`config.mk`:
```
export PLATFORM = sky130hd
export DESIGN_NAME = reg_dump_reader
export DESIGN_NICKNAME = d
export VERILOG_FILES = /design/src/rtl/reg_dump_reader.sv
export SDC_FILE = /design/constraint.sdc
export NUM_CORES = 1
export LEC_CHECK = 0
export ABC_AREA = 1
export BUFFER_PORTS_ARGS = -buffer_cell sky130_fd_sc_hd__buf_2
export CORE_UTILIZATION = 42
export CTS_BUF_LIST = sky130_fd_sc_hd__clkbuf_4
export DETAILED_ROUTE_END_ITERATION = 8
export PLACE_DENSITY = 0.7
export SKIP_LAST_GASP = 1
export SYNTH_ARGS = -nofsm -noshare
export SYNTH_HDL_FRONTEND = slang
export SYNTH_SLANG_ARGS = --single-unit
export TNS_END_PERCENT = 10
```
`constraint.sdc`:
```
create_clock -name clk -period 1.35 [get_ports clk]
set_input_delay 0.135 -clock clk [delete_from_list [all_inputs] [get_ports clk]]
set_output_delay 0.135 -clock clk [all_outputs]
set_load 0.1 [all_outputs]
```
`src/rtl/reg_dump_reader.sv`:
```
// Register-file dump reader: walks rf_addr over a wrapping 4-bit range,
// waits for read data to settle, and presents each word on a valid/ready port.
module reg_dump_reader #(
    parameter int unsigned SETTLE_CYCLES = 1
) (
    input  logic        clk,
    input  logic        rst,
    input  logic        start,
    input  logic [3:0]  first_reg,
    input  logic [3:0]  last_reg,
    output logic [3:0]  rf_addr,
    input  logic [31:0] rf_data,
    output logic        out_valid,
    input  logic        out_ready,
    output logic [31:0] out_data,
    output logic [3:0]  out_idx,
    output logic        out_last,
    output logic        busy,
    output logic        done
);

    typedef enum logic [2:0] {
        IDLE,
        SETUP,
        SAMPLE,
        HOLD,
        FINISH
    } state_t;

    localparam logic [2:0] SETTLE_LOAD = 3'(SETTLE_CYCLES);

    state_t      state_q, state_d;
    logic [2:0]  cnt_q, cnt_d;
    logic [3:0]  last_q, last_d;
    logic [3:0]  addr_q, addr_d;
    logic        valid_q, valid_d;
    logic [31:0] data_q, data_d;
    logic [3:0]  idx_q, idx_d;
    logic        olast_q, olast_d;
    logic        busy_q, busy_d;
    logic        done_q, done_d;

    // Next-state and next-output computation for the dump sequencer.
    always_comb begin
        state_d = state_q;
        cnt_d   = cnt_q;
        last_d  = last_q;
        addr_d  = addr_q;
        valid_d = valid_q;
        data_d  = data_q;
        idx_d   = idx_q;
        olast_d = olast_q;
        done_d  = 1'b0;
        unique case (state_q)
            IDLE: begin
                if (start) begin
                    last_d  = last_reg;
                    addr_d  = first_reg;
                    cnt_d   = SETTLE_LOAD;
                    state_d = SETUP;
                end
            end
            SETUP: begin
                // Address has been stable for the full settle window once
                // the counter would hit zero.
                cnt_d = (cnt_q == 3'd0) ? 3'd0 : cnt_q - 3'd1;
                if (cnt_q <= 3'd1) begin
                    state_d = SAMPLE;
                end
            end
            SAMPLE: begin
                data_d  = rf_data;
                idx_d   = addr_q;
                olast_d = (addr_q == last_q);
                valid_d = 1'b1;
                state_d = HOLD;
            end
            HOLD: begin
                if (out_ready) begin
                    valid_d = 1'b0;
                    if (olast_q) begin
                        done_d  = 1'b1;
                        state_d = FINISH;
                    end else begin
                        addr_d  = addr_q + 4'd1;
                        cnt_d   = SETTLE_LOAD;
                        state_d = SETUP;
                    end
                end
            end
            FINISH: begin
                state_d = IDLE;
            end
            default: begin
                state_d = IDLE;
            end
        endcase
        busy_d = (state_d != IDLE);
    end

    // State and registered outputs; reset abandons any dump in flight.
    always_ff @(posedge clk or posedge rst) begin
        if (rst) begin
            state_q <= IDLE;
            cnt_q   <= 3'd0;
            last_q  <= 4'd0;
            addr_q  <= 4'd0;
            valid_q <= 1'b0;
            data_q  <= 32'd0;
            idx_q   <= 4'd0;
            olast_q <= 1'b0;
            busy_q  <= 1'b0;
            done_q  <= 1'b0;
        end else begin
            state_q <= state_d;
            cnt_q   <= cnt_d;
            last_q  <= last_d;
            addr_q  <= addr_d;
            valid_q <= valid_d;
            data_q  <= data_d;
            idx_q   <= idx_d;
            olast_q <= olast_d;
            busy_q  <= busy_d;
            done_q  <= done_d;
        end
    end

    assign rf_addr   = addr_q;
    assign out_valid = valid_q;
    assign out_data  = data_q;
    assign out_idx   = idx_q;
    assign out_last  = olast_q;
    assign busy      = busy_q;
    assign done      = done_q;

endmodule

```
==> results of run 1 <==
## metal layers
metal  track usage  wire length [um]  part of all wire  vias up
met5             0                 0                 0        -
met4        0.0453                57            0.0095        0
met3        0.0357               293             0.049        6
met2         0.372              2920              0.49       83
met1         0.275              2710              0.45     1055
li1              -                 -                 -     1144
## tightest hold or removal path, cell delays in order
cell     delay, ns
buf_2         0.09
inv_1         0.04
o21ai_0       0.07
## layout make-up
| type | count | area share |
|---|---|---|
| tap | 70 | 0.0256 |
| timing repair buffer | 138 | 0.282 |
| sequential | 54 | 0.396 |
| clock inverter | 1 | 0.00219 |
| clock buffer | 6 | 0.0131 |
| inverter | 18 | 0.0197 |
| multi-input combinational | 197 | 0.261 |
## path summary, 6_finish.rpt
check	startpoint	to	cells past startpoint
hold reg to reg	out_data[3]	out_data[3]	2
hold / removal	last_reg[2]	last_q[2]	3
min in group asynchronous	rst	out_data[27]	4
setup / recovery	rf_addr[3]	rf_addr[3]	1
setup reg to reg	state_q[1]	rf_addr[2]	7
max in group asynchronous	rst	rf_addr[2]	4
## what timing repair did
| action | CTS | global route |
|---|---|---|
| hold buffers | 35 | 1 |
| hold endpoints to repair | 88 | 1 |
| gates resized for setup | 1 | 6 |
| endpoints found under the setup margin | 5 | 84 |
## per-stage QoR
step,cells,utilization,setup WS [ns]
detailed placement,441,0.567,0.0176
CTS,483,0.644,-0.0429
global route,484,0.650,-0.0830
global placement,441,0.567,0.0917
floorplan,281,-,-0.217
finish,484,0.650,-0.0409
## state kept, by name, indices dropped and copies added (netlist names)
name,flops
out_data,32
last_q,4
out_idx,4
rf_addr,4
cnt_q,3
state_q,3
busy,1
done,1
out_last,1
out_valid,1
## cells by family after synthesis
family | count (synthesis) | synth area share
and+or+nand+nor | 177 | 0.314
buffers and inverters | 30 | 0.0564
adders and majority gates | 3 | 0.0158
AOI/OAI and AO/OA | 12 | 0.0253
xor gates and xnor gates | 5 | 0.0185
DFF | 54 | 0.570
## placed cells by master (no fill, tap or decap)
master,count
nand2_1,116
buf_2,84
dfrtp_1,48
nand3_1,42
dlygate4sd3_1,36
inv_1,15
buf_4,14
nor2_1,9
o21ai_0,7
clkbuf_4,6
dfrtp_2,6
xor2_1,4
buf_12,4
inv_2,3
nor2_2,3
nand3_2,3
o21ai_1,3
ha_1,3
a21oi_1,2
or2_2,2
nand2_2,1
xnor2_1,1
nand4_1,1
clkinvlp_4,1
==> run_results.csv, run 1 <==
group,metric,value,unit
finish,drive_gt1_frac,0.307,
cts,htree_levels,2,
outcome,violations,"hold timing, setup timing",
floorplanning,die_w,77.2,um
global_route,grt_use_total,0.213,
sta,hold_viol_final,1,
worst_setup_path,path_max_fanout,5,
yosys,ys_types,19,
global_route,grt_pass1_vias,2136,
sta,finalSetupViolations,2,
worst_setup_path,path_delay_family,"flip-flops",
cts,cts_root_buf,"clkbuf_4",
placed_design,io_buffers,87,
yosys,syn_area,2370,sq um
sta,fmax,719,MHz
sta,period_needed,1.39,ns
run,maxCapViolations,0,
worst_setup_path,worstSetupPathType,"reg -> out",
sta,tns,-0.0569,ns
sta,setup_ws,-0.0409,ns
yosys,async_reset_ff_frac,1.00,
yosys,yosys.area.top_type,"dfrtp_1",
yosys,syn_inst,281,
finish,fin_nets,461,
worst_setup_path,critPathRequiredTime,1.22,ns
route,first_pass_iters,4,
sta,timing.final.crit_share,1.03,
floorplanning,num_rows,26,
route,post-route-drc-count,0,
finish,multiInputGateArea,895,sq um
global_route,grt_overflow,0,
cts,postCtsSetupRepairBufs,0,
finish,ff_latch_area,1360,sq um
floorplanning,dieHeight,77.2,um
outcome,outcome,"finished, violations left",
worst_setup_path,critical-path-max-stage-delay,0.44,ns
yosys,syn_avg_cell_area,8.44,sq um
yosys,synthTopCellsByCount,"nand2_1, dfrtp_1, nand3_1",
global_route,grt_antenna_before_repair,0,
placed_design,gp_congestion,0.798,
worst_setup_path,r2r_slack,0.07,ns
worst_setup_path,cp.arrival,1.26,ns
global_route,grt_max_degree,34,
yosys,synth_most_common_cell,"nand2_1",
cts,clk-insertion-delay-late,0.38,ns
cts,cts_buffer_depth,2,
finish,fillerInstances,472,
sta,finalMaxSlewViolations,0,
yosys,yosysWarnings,0,
worst_setup_path,path_buf_inv,1,
yosys,synthTopCellsByArea,"dfrtp_1, nand2_1, nand3_1",
yosys,synth_edf_count,0,
placed_design,dp_hpwl,3970,um
yosys,ys_seq_elements,54,
floorplanning,fp.coreArea,5270,sq um
sta,worstMarginPinSlew,0.501,ns
route,drt-initial-drc-count,166,
worst_setup_path,end_kind,"output port",
worst_hold_path,hold_class,"in -> reg",
route,wirelength,5980,um
worst_setup_path,crit_path_start_kind,"flip-flop",
floorplanning,ios,88,
worst_setup_path,crit_slowest_cell,"dfrtp_2",
route,num_vias,2288,
cts,cts_tree,"yes",
sta,fin_skew,0.00980,ns
global_route,grt_pass1_wl,9980,um
worst_setup_path,crit_chain,"buf_2",
yosys,syn_nets,328,
floorplanning,initial_core_util,0.450,
cts,path_clk_slew,0.13,ns
cts,cts.sinks,54,
cts,numCtsBuffers,5,
route,vias_per_cell,4.73,
finish,syn2layout_area_growth,44.5,%
finish,antennaDiodeCount,0,
placed_design,dpl_cell_area,2990,sq um
finish,finalInstanceArea,3430,sq um
sta,rsz0062_at_grt,"true",
floorplanning,die-area,5950,sq um
sta,slew_headroom,0.668,
route,wire_per_inst,12.4,um
yosys,synth-main-ff-cell,"dfrtp_1",
yosys,ys_seq_area_frac,0.570,
yosys,yosysTopAreaCellShare,0.570,
route,drtAntennaViolNets,0,
sta,timing.hold.ws,-0.00369,ns
Power of run 1 is not shown: default switching activity piles up to over one toggle a cycle in this logic, so the estimate is an artifact.
==> run 2: changes to the inputs <==
==> constraint.sdc (replaced) <==
create_clock -name clk -period 1.35 [get_ports clk]
set_input_delay 0.0675 -clock clk [delete_from_list [all_inputs] [get_ports clk]]
set_output_delay 0.0675 -clock clk [all_outputs]
set_load 0.1 [all_outputs]
==> run_results.csv, run 2 (synthesized netlist as in run 1, its figures left out) <==
group,metric,value,unit
outcome,outcome,"finished, violations left",
outcome,violations,"setup timing",
route,wire_per_inst,12.7,um
worst_setup_path,r2r_cells,6,
placed_design,gp_congestion,0.804,
worst_setup_path,r2r_end,"busy",
sta,period_needed,1.39,ns
worst_setup_path,path_buf_inv,1,
sta,fmax,722,MHz
finish,fin_nets,466,
worst_setup_path,path_delay_family,"flip-flops",
worst_setup_path,critPathRequiredTime,1.28,ns
sta,timing.final.crit_share,1.03,
finish,layout_common_cells,"nand2_1, buf_2, dfrtp_1, nand3_1, dlygate4sd3_1",
sta,finalSetupViolations,1,
cts,cts.sinks,54,
route,met1Wirelength,2770,um
finish,fin_util,0.663,
floorplanning,fp.coreArea,5270,sq um
global_route,grt_pass1_wl,10300,um
floorplanning,die_w,77.2,um
worst_setup_path,critPathLaunch,"rf_addr[2]",
sta,slew_headroom,0.660,
worst_setup_path,crit_path_start_kind,"flip-flop",
worst_hold_path,holdCritStartpoint,"start",
cts,postCtsSetupRepairBufs,0,
finish,syn2layout_area_growth,47.2,%
worst_setup_path,endpoint,"rf_addr[2]",
route,post-route-drc-count,0,
worst_setup_path,path_max_fanout,8,
route,drt-initial-drc-count,178,
global_route,grt_pass1_vias,2231,
worst_setup_path,crit_slowest_cell,"dfrtp_2",
sta,setup_ws,-0.0351,ns
finish,drive_gt1_frac,0.305,
global_route,grt_overflow,0,
cts,numCtsBuffers,5,
floorplanning,num_rows,26,
worst_hold_path,hold_class,"in -> reg",
global_route,grt_max_degree,55,
placed_design,io_buffers,87,
route,wl_met3,383,um
floorplanning,dieHeight,77.2,um
finish,mostFrequentLayoutCell,"nand2_1",
sta,fin_skew,0.0137,ns
worst_setup_path,end_kind,"output port",
worst_setup_path,crit_chain,"buf_2",
route,wirelength,6240,um
route,first_pass_iters,5,
sta,finalMaxSlewViolations,0,
cts,cts_root_buf,"clkbuf_4",
finish,largest_register_ffs,32,
cts,htree_levels,2,
route,num_vias,2387,
cts,cts_buffer_depth,2,
sta,worstMarginPinSlew,0.513,ns
floorplanning,ios,88,
placed_design,pre_cts_slack,0.0278,ns
global_route,grt_use_total,0.217,
worst_setup_path,worstSetupPathType,"reg -> out",
cts,cts_tree,"yes",
run,maxCapViolations,0,
cts,clk-insertion-delay-late,0.37,ns
finish,fillerInstances,431,
sta,timing.hold.ws,0.0612,ns
sta,rsz0062_at_grt,"true",
sta,hold_viol_final,0,
route,drtAntennaViolNets,0,
worst_setup_path,r2r_start,"state_q[2]",
floorplanning,die-area,5950,sq um
floorplanning,initial_core_util,0.450,
route,top_layer,"met4",
route,vias_per_cell,4.87,
placed_design,dp_hpwl,3840,um
worst_setup_path,r2r_slack,0.02,ns
worst_setup_path,cp.arrival,1.32,ns
global_route,grt_antenna_before_repair,0,
worst_setup_path,critical-path-max-stage-delay,0.48,ns
route,route.met2.wl,2980,um
cts,path_clk_slew,0.16,ns
finish,antennaDiodeCount,0,
worst_setup_path,crit_cells,1,
-- run 2: cell count changes in the layout (fill, tap and decap cells not counted), sizes merged --
cell	delta
buf	-2
bufinv	+1
clkbuf	+1
dlygate4sd3	+6
-- run 2: worst min-delay path: cells and delay by family --
kind	cells	cell delay, ns
AO/OA/AOI/OAI	1	0.09
buffers and inverters	1	0.11
AND/OR/NAND/NOR	1	0.14
-- run 2: area by class of cell --
cell class | instances | area, sq um | area share
Inverter | 18 | 67.6 | 0.0193
Timing Repair Buffer | 143 | 998 | 0.286
Tap cell | 70 | 87.6 | 0.0251
Clock buffer | 6 | 45.0 | 0.0129
Sequential cell | 54 | 1360 | 0.389
Clock inverter | 2 | 37.5 | 0.0107
Multi-Input combinational cell | 197 | 897 | 0.257
-- run 2: worst min path at each step --
stage,to,depth (start not counted)
2_1_floorplan,out_data[20],2
4_1_cts,last_q[2],3
3_5_place_dp,out_data[11],3
5_1_grt,last_q[3],3
3_3_place_gp,out_data[11],3
6_report,last_q[2],3
-- run 2: layer usage --
metal  track usage  vias up
met2         0.368      100
met3        0.0476       13
met5             0        -
met4        0.0623        0
met1         0.278     1111
li1              -     1163
-- run 2: timing repair --
item,4_1_cts,5_1_grt
gates resized for setup,1,7
hold buffers,42,0
hold endpoints to repair,95,0
endpoints found under the setup margin,3,44
-- run 2: stage by stage --
step	TNS, ns	area (sq um)	cells
after floorplan	-2.44	2380	281
after global placement	0	2970	440
after detailed placement	0	2970	440
after CTS	-0.107	3470	490
after global routing	-0.343	3490	490
final	-0.0351	3490	490
Power of run 2 is left out for the same reason.
==> run 3: changes to the inputs <==
- CORE_UTILIZATION: 42 -> 46
- PLACE_DENSITY: 0.7 -> 0.76
- SKIP_LAST_GASP: 1 -> unset
==> run_results.csv, run 3 (synthesized netlist as in run 1, its figures left out) <==
group,metric,value,unit
worst_setup_path,crit_path_start_kind,"flip-flop",
sta,finalSetupViolations,0,
cts,cts.sinks,54,
finish,mostFrequentLayoutCell,"nand2_1",
floorplanning,fp.coreArea,4850,sq um
finish,fin_nets,462,
worst_setup_path,critPathLaunch,"rf_addr[3]",
cts,clk-insertion-delay-late,0.38,ns
worst_setup_path,path_max_fanout,5,
worst_setup_path,end_kind,"output port",
placed_design,pre_cts_slack,0.0997,ns
placed_design,dp_hpwl,3790,um
worst_setup_path,crit_slowest_cell,"dfrtp_2",
sta,period_needed,1.32,ns
route,num_vias,2316,
worst_hold_path,holdCritStartpoint,"first_reg[2]",
sta,fin_skew,0.0147,ns
route,wire_per_inst,12.2,um
route,drt-initial-drc-count,72,
sta,worstMarginPinSlew,0.504,ns
sta,timing.hold.ws,0.00860,ns
cts,htree_levels,2,
finish,antennaDiodeCount,0,
worst_setup_path,critical-path-max-stage-delay,0.44,ns
finish,finalInstanceArea,3450,sq um
cts,postCtsSetupRepairBufs,0,
worst_setup_path,path_buf_inv,1,
worst_setup_path,path_delay_family,"flip-flops",
route,wirelength,5920,um
cts,cts_buffer_depth,2,
sta,tns,0,ns
worst_hold_path,hold_class,"in -> reg",
worst_setup_path,crit_chain,"buf_2",
global_route,grt_max_degree,36,
global_route,grt_antenna_before_repair,0,
route,post-route-drc-count,0,
global_route,grt_pass1_vias,2229,
sta,timing.final.crit_share,0.975,
sta,rsz0062_at_grt,"true",
route,first_pass_iters,4,
cts,path_clk_slew,0.14,ns
worst_setup_path,critPathRequiredTime,1.28,ns
global_route,grt_use_total,0.229,
worst_setup_path,worstSetupPathType,"reg -> out",
global_route,grt_overflow,0,
sta,slew_headroom,0.666,
placed_design,gp_congestion,0.775,
finish,drive_gt1_frac,0.303,
finish,largest_register_ffs,32,
finish,syn2layout_area_growth,45.5,%
outcome,outcome,"completed",
sta,finalMaxSlewViolations,0,
finish,layout_common_cells,"nand2_1, buf_2, dfrtp_1, nand3_1, dlygate4sd3_1",
floorplanning,die_w,73.8,um
sta,fmax,760,MHz
cts,cts_root_buf,"clkbuf_4",
placed_design,dpl_cell_area,2950,sq um
run,maxCapViolations,0,
floorplanning,initial_core_util,0.489,
global_route,grt_pass1_wl,9450,um
route,vias_per_cell,4.80,
floorplanning,num_rows,25,
route,drtAntennaViolNets,0,
floorplanning,dieHeight,73.8,um
placed_design,io_buffers,87,
worst_setup_path,cp.arrival,1.25,ns
cts,cts_tree,"yes",
cts,numCtsBuffers,5,
worst_setup_path,r2r_start,"state_q[2]",
floorplanning,ios,88,
sta,setup_ws,0.0342,ns
sta,hold_viol_final,0,
floorplanning,die-area,5450,sq um
## run 3: per-stage QoR
stage,util,instances
after floorplan,-,281
after global placement,0.609,436
after detailed placement,0.609,436
after CTS,0.708,483
after global routing,0.712,483
final,0.712,483
## run 3: area by class of cell
class	count	area, sq um
multi-input combinational	197	905
timing repair buffer	139	956
sequential	54	1360
clock buffer	5	37.5
inverter	18	67.6
clock inverter	3	42.5
fill	369	1400
tap	67	83.8
## run 3: worst paths after layout
path                                     end  slack [ns]  cells after the start
worst min register to register    out_idx[0]        0.49                      2
min in group asynchronous        out_data[7]        0.21                      3
worst min-delay path              rf_addr[2]       0.009                      5
max in group asynchronous       out_data[17]        0.62                      4
worst max-delay path              rf_addr[3]        0.03                      1
worst max register to register      out_last        0.11                      6
## run 3: repair_timing
action	4_1_cts	5_1_grt
hold buffers	39	0
resized for setup	3	6
setup endpoints to repair	3	34
endpoints found under the hold margin	80	0
## run 3: worst min-delay path, cell delays in order
cell and delay, ns:
buf_2 0.07, nand2_1 0.04, nand2_1 0.06, nand2_1 0.05
nand2_1 0.05
## run 3: routing by layer
layer	routed length, um	GRT usage	up-vias	share of wire
met2	2910	0.407	76	0.49
met4	201	0.109	0	0.034
met5	0	0	-	0
met3	322	0.0412	19	0.054
li1	-	-	1152	-
met1	2480	0.267	1069	0.42
Power of run 3 is left out for the same reason.
